## src/rtl/mux2_sel_pkg.sv

```systemverilog
// mux2_sel_pkg
//   Shared constants for the datapath selection primitives. Holds the
//   default data width so every mux instance in a selection tree picks up
//   the same word size without repeating the number at each instance.
//
//   Contents:
//     MUX2_DEFAULT_WIDTH - default word width (32) for datapath muxes
package mux2_sel_pkg;

    localparam int unsigned MUX2_DEFAULT_WIDTH = 32;

endpackage : mux2_sel_pkg

```

## src/rtl/mux2_sel.sv

```systemverilog
// mux2_sel
//   Parameterised 2:1 word multiplexer, the leaf primitive of the processor
//   datapath selection trees (a 4:1 selector is three of these). Provides a
//   zero-latency combinational result plus a registered copy of it for
//   pipelined or multicycle paths.
//
//   Parameters:
//     WIDTH  - data width of d0, d1, y and y_q (legal range 1..64)
//
//   Ports (positional order s, d0, d1, y is relied on by existing
//   datapath instantiations; the clocked ports are appended after y):
//     s      in   1      select; 0 picks d0, 1 picks d1
//     d0     in   WIDTH  data selected when s=0
//     d1     in   WIDTH  data selected when s=1
//     y      out  WIDTH  combinational mux result, never reset
//     clk    in   1      rising-edge clock for the output register
//     reset  in   1      asynchronous active-high clear of y_q only
//     en     in   1      load enable for the output register
//     y_q    out  WIDTH  registered copy of y, one cycle behind
//
//   Build options:
//     MUX2_TRACE_EN - when defined, a simulation-only trace prints a line
//                     whenever s, d0, d1 or y changes. Not compiled by
//                     synthesis and does not alter y or y_q.
module mux2_sel
    import mux2_sel_pkg::*;
#(
    parameter int unsigned WIDTH = MUX2_DEFAULT_WIDTH
) (
    input  logic             s,
    input  logic [WIDTH-1:0] d0,
    input  logic [WIDTH-1:0] d1,
    output logic [WIDTH-1:0] y,
    input  logic             clk,
    input  logic             reset,
    input  logic             en,
    output logic [WIDTH-1:0] y_q
);

    // The ?: form is kept deliberately: with an unknown select, simulation
    // yields d0 on bits where both inputs agree and X elsewhere, which is
    // the behaviour the surrounding datapath models expect.
    assign y = s ? d1 : d0;

    // Registered copy of the mux result. Reset is asynchronous and takes
    // priority over a simultaneous enable; with en low the value holds.
    always_ff @(posedge clk or posedge reset) begin
        if (reset) begin
            y_q <= '0;
        end else if (en) begin
            y_q <= y;
        end
    end

`ifdef MUX2_TRACE_EN
`ifndef SYNTHESIS
    // Change trace for debugging selection trees in simulation.
    always @(s or d0 or d1 or y) begin
        $display("[mux2_sel] t=%0t s=%b d0=%0d d1=%0d y=%0d", $time, s, d0, d1, y);
    end
`endif
`endif

endmodule : mux2_sel

```

## config.mk

```make
export PLATFORM = sky130hd
export DESIGN_NAME = mux2_sel
export DESIGN_NICKNAME = d
export VERILOG_FILES = /design/src/rtl/mux2_sel_pkg.sv /design/src/rtl/mux2_sel.sv
export SDC_FILE = /design/constraint.sdc
export NUM_CORES = 1
export LEC_CHECK = 0
export CAP_MARGIN = 20
export CORE_MARGIN = 4
export CORE_UTILIZATION = 35
export CTS_CLUSTER_DIAMETER = 120
export DETAILED_ROUTE_END_ITERATION = 6
export GPL_TIMING_DRIVEN = 1
export PLACE_DENSITY_LB_ADDON = 0.2
export SLEW_MARGIN = 20
export SYNTH_ARGS = -nofsm -noshare
export SYNTH_HDL_FRONTEND = slang
export SYNTH_SLANG_ARGS = --single-unit
```

## constraint.sdc

```tcl
create_clock -name clk -period 0.8 [get_ports clk]
set_input_delay 0.08 -clock clk [delete_from_list [all_inputs] [get_ports clk]]
set_output_delay 0.08 -clock clk [all_outputs]
set_load 0.005 [all_outputs]
```

==> impl_metrics.xml, run 1 <==
<?xml version="1.0" encoding="UTF-8"?>
<metrics>
  <group name="outcome">
    <metric name="outcome" unit="">complete, but fails checks</metric>
    <metric name="violations" unit="">setup timing</metric>
  </group>
  <group name="clock_network">
    <metric name="clk-insertion-delay-late" unit="ns">0.27</metric>
    <metric name="numCtsBuffers" unit="">5</metric>
    <metric name="tritoncts" unit="">built</metric>
    <metric name="htree_num_levels" unit="">2</metric>
    <metric name="clock-root-buffer" unit="">sky130_fd_sc_hd__clkbuf_8</metric>
    <metric name="clockBufferDepth" unit="">2</metric>
    <metric name="cts_clock_pin_slew_for_the_worst_setup_and_hold_paths" unit="ns">0.06</metric>
    <metric name="cts_sinks" unit="">32</metric>
  </group>
  <group name="layout">
    <metric name="signed_area_change_from_the_synthesized_netlist_to_the_final_layout" unit="%">89.7</metric>
    <metric name="biggestRegsByFlops" unit="">y_q x32</metric>
    <metric name="antenna-diode-count" unit="">0</metric>
    <metric name="design.final.nets" unit="">341</metric>
    <metric name="final_common_cell" unit="">sky130_fd_sc_hd__dlygate4sd2_1</metric>
    <metric name="mostFrequentLayoutCells" unit="">64 x sky130_fd_sc_hd__dlygate4sd2_1, 62 x sky130_fd_sc_hd__mux2_4, 49 x sky130_fd_sc_hd__buf_6</metric>
    <metric name="drive_gt1_share" unit="%">63.8</metric>
    <metric name="post_layout_nonfiller_instances" unit="">341</metric>
    <metric name="nFillCells" unit="">410</metric>
    <metric name="layout.area.seq" unit="um^2">801</metric>
    <metric name="multiInputGateArea" unit="um^2">953</metric>
    <metric name="max_reg_flops" unit="">32</metric>
    <metric name="registers.top_by_ff_count" unit="">y_q</metric>
  </group>
  <group name="placed_design">
    <metric name="place_ws" unit="ns">-0.524</metric>
    <metric name="gp_routability_congestion" unit="">0.644</metric>
    <metric name="placed_cells" unit="">330</metric>
    <metric name="dp.final_hpwl" unit="um">4030</metric>
    <metric name="port_buffers" unit="">131</metric>
  </group>
  <group name="route">
    <metric name="drtPass1Iterations" unit="">4</metric>
    <metric name="routed.top_layer" unit="">met4</metric>
    <metric name="antenna_violating_nets_post_route" unit="">0</metric>
    <metric name="first_drt_iteration_drcs" unit="">21</metric>
    <metric name="routed-via-count" unit="">1528</metric>
    <metric name="met3_length" unit="um">611</metric>
    <metric name="drt_drc_violations_left" unit="">0</metric>
    <metric name="post_drt_via_cell_ratio" unit="">4.48</metric>
    <metric name="route.layer.met1.wl" unit="um">2120</metric>
    <metric name="detail_route.wl_per_cell" unit="um">15.7</metric>
    <metric name="totalWireLength" unit="um">5360</metric>
    <metric name="routed_wire_length_on_met2" unit="um">2600</metric>
  </group>
  <group name="sta">
    <metric name="post-route-min-period" unit="ns">0.888</metric>
    <metric name="fin_skew" unit="ns">0</metric>
    <metric name="slew-limit-headroom" unit="%">88.6</metric>
    <metric name="worst_slack" unit="ns">-0.0879</metric>
    <metric name="hold_violations" unit="">0</metric>
    <metric name="total_neg_setup_slack" unit="ns">-5.24</metric>
    <metric name="tightest_slew" unit="ns">0.170</metric>
    <metric name="final_max_slew_viol_count" unit="">0</metric>
    <metric name="rsz0062_at_grt" unit="">true</metric>
    <metric name="fmaxAchievable" unit="GHz">1.13</metric>
    <metric name="min_period_over_period" unit="%">111</metric>
    <metric name="fin_hold_ws" unit="ns">0.196</metric>
    <metric name="setup-violations-final" unit="">84</metric>
  </group>
  <group name="worst_setup_path">
    <metric name="timing.critical_path.required" unit="ns">0.95</metric>
    <metric name="critPathMaxFanout" unit="">8</metric>
    <metric name="capturing_instance_or_port_of_the_critical_path" unit="">y_q[19]</metric>
    <metric name="critPathArrivalTime" unit="ns">1.04</metric>
    <metric name="critical_path.endpoint_type" unit="">flop</metric>
    <metric name="critical-path-max-stage-delay" unit="ns">0.32</metric>
    <metric name="r2r-end" unit="">y_q[16]</metric>
    <metric name="worst_setup_path_startpoint" unit="">s</metric>
    <metric name="worst_r2r_startpoint" unit="">y_q[16]</metric>
    <metric name="timing.critical_path.slowest_stage_cell" unit="">sky130_fd_sc_hd__mux2_4</metric>
    <metric name="crit_chain" unit="">buf_12 &gt; buf_12 &gt; mux2_4 &gt; buf_6 &gt; mux2_4</metric>
    <metric name="ff2ff_path_depth" unit="">2</metric>
    <metric name="r2r_setup_slack" unit="ns">-0.08</metric>
    <metric name="critical_path_class" unit="">in -&gt; reg</metric>
    <metric name="crit_path_start_kind" unit="">input port</metric>
  </group>
  <group name="power">
    <metric name="seqPwrFrac" unit="%">39.6</metric>
    <metric name="power.share.switching" unit="%">24.3</metric>
    <metric name="internal_power" unit="uW">3680</metric>
    <metric name="clkPwrFrac" unit="%">21.9</metric>
    <metric name="p_switching" unit="uW">1180</metric>
    <metric name="power.density_cell_area" unit="nW/um^2">1390</metric>
    <metric name="p_leak" unit="uW">0.00185</metric>
    <metric name="combinationalPowerShare" unit="%">38.5</metric>
    <metric name="peak_supply_drop" unit="mV">0.709</metric>
  </group>
  <group name="floorplan">
    <metric name="die_width" unit="um">80.5</metric>
    <metric name="initial_core_util" unit="%">36.1</metric>
    <metric name="die_height" unit="um">80.5</metric>
    <metric name="core_area" unit="um^2">5110</metric>
    <metric name="floorplan.io_pins" unit="">132</metric>
    <metric name="std_cell_rows" unit="">26</metric>
    <metric name="floorplan.die_area" unit="um^2">6490</metric>
  </group>
  <group name="yosys">
    <metric name="synth.distinct_cells" unit="">8</metric>
    <metric name="number_of_instances_in_the_synthesized_netlist" unit="">105</metric>
    <metric name="synthesis.nets" unit="">173</metric>
    <metric name="synthesized_area_per_cell" unit="um^2">17.5</metric>
    <metric name="seq_area_frac_synth" unit="%">43.5</metric>
    <metric name="ys.warnings.count" unit="">0</metric>
    <metric name="yosys_register_bits" unit="">32</metric>
    <metric name="synthesized_cell_area" unit="um^2">1840</metric>
  </group>
  <group name="global_route">
    <metric name="grt_pass1_vias" unit="">1584</metric>
    <metric name="global_route.usage.total" unit="%">16.5</metric>
    <metric name="globalRouteOverflowTotal" unit="">0</metric>
    <metric name="number_of_antenna_violations_at_the_first_check_in_global_routing" unit="">0</metric>
    <metric name="first_pass_grt_wire_length" unit="um">8090</metric>
    <metric name="grt_max_degree" unit="">19</metric>
  </group>
  <group name="job">
    <metric name="max-cap-violations" unit="">0</metric>
  </group>
  <group name="min_path">
    <metric name="worstHoldPathType" unit="">in -&gt; async</metric>
  </group>
</metrics>
==> repair_timing <==
action                                  in CTS  in global routing
setup buffers                                5                  0
resized for setup                          376                  1
cloned                                       2                  0
hold buffers                                 0                  0
endpoints found under the setup margin      96                 84
==> cells by family (layout without fill, tap and decap cells) <==
family	count (synthesis)	count (layout)	synth area share (%)
multiplexers	64	64	51.4
flip-flops	32	32	43.5
buffers and inverters	9	175	5.16
==> power groups by stage <==
| stage | clock network (uW) | registers [uW] | logic [uW] |
|---|---|---|---|
| global route | 1210 | 1950 | 1990 |
| finish | 1060 | 1930 | 1870 |
| global placement | 0 | 1950 | 1990 |
| detailed placement | 0 | 1950 | 2010 |
| floorplan | 0 | 1970 | 716 |
| CTS | 1120 | 1920 | 1900 |
==> how the worst min path moves through the flow <==
stage	from	endpoint	slack, ns	cells past startpoint
after global routing	reset	y_q[5]	0.22	3
after CTS	reset	y_q[12]	0.19	3
after floorplan	reset	y_q[0]	0.20	1
after global placement	reset	y_q[5]	0.48	3
after detailed placement	reset	y_q[9]	0.49	3
final	reset	y_q[12]	0.20	3
==> Yosys cell counts <==
| cell | count | area share, % |
|---|---|---|
| sky130_fd_sc_hd__dfrtp_1 | 32 | 43 |
| sky130_fd_sc_hd__buf_2 | 4 | 1.1 |
| sky130_fd_sc_hd__mux2_2 | 2 | 1.2 |
| sky130_fd_sc_hd__buf_6 | 1 | 0.61 |
| sky130_fd_sc_hd__mux2_1 | 2 | 1.2 |
| sky130_fd_sc_hd__inv_1 | 1 | 0.20 |
| sky130_fd_sc_hd__buf_12 | 3 | 3.3 |
| sky130_fd_sc_hd__mux2_4 | 60 | 49 |
==> stage by stage <==
stage / total power, uW / utilization (%) / area (um^2)
2_1_floorplan: 2690 / - / 1850
3_3_place_gp: 3940 / 67.6 / 3450
3_5_place_dp: 3970 / 67.6 / 3450
4_1_cts: 4940 / 68.3 / 3490
5_1_grt: 5160 / 68.4 / 3490
6_report: 4860 / 68.4 / 3490
==> area by class of cell <==
cell class	count	area share (%)
Tap cell	70	2.51
Sequential cell	32	22.9
Multi-Input combinational cell	64	27.3
Clock buffer	5	1.97
Inverter	1	0.107
Timing Repair Buffer	169	45.2
==> critical path: cells and delay by family <==
family / cells / cell delay, ns
buffers and inverters: 3 / 0.38
muxes: 2 / 0.57
==> routing by layer <==
layer / up-vias / GRT usage [%]
li1: 707 / -
met1: 737 / 19.8
met2: 82 / 27.0
met3: 2 / 7.40
met4: 0 / 4.05
met5: - / 0
Note: power is estimated with default switching activity, not from simulation.
==> run 2: changes to the inputs <==
- SLEW_MARGIN: 20 -> 0
==> results of run 2 <==
Final layout, timing and power as in run 1 (identical DEF).
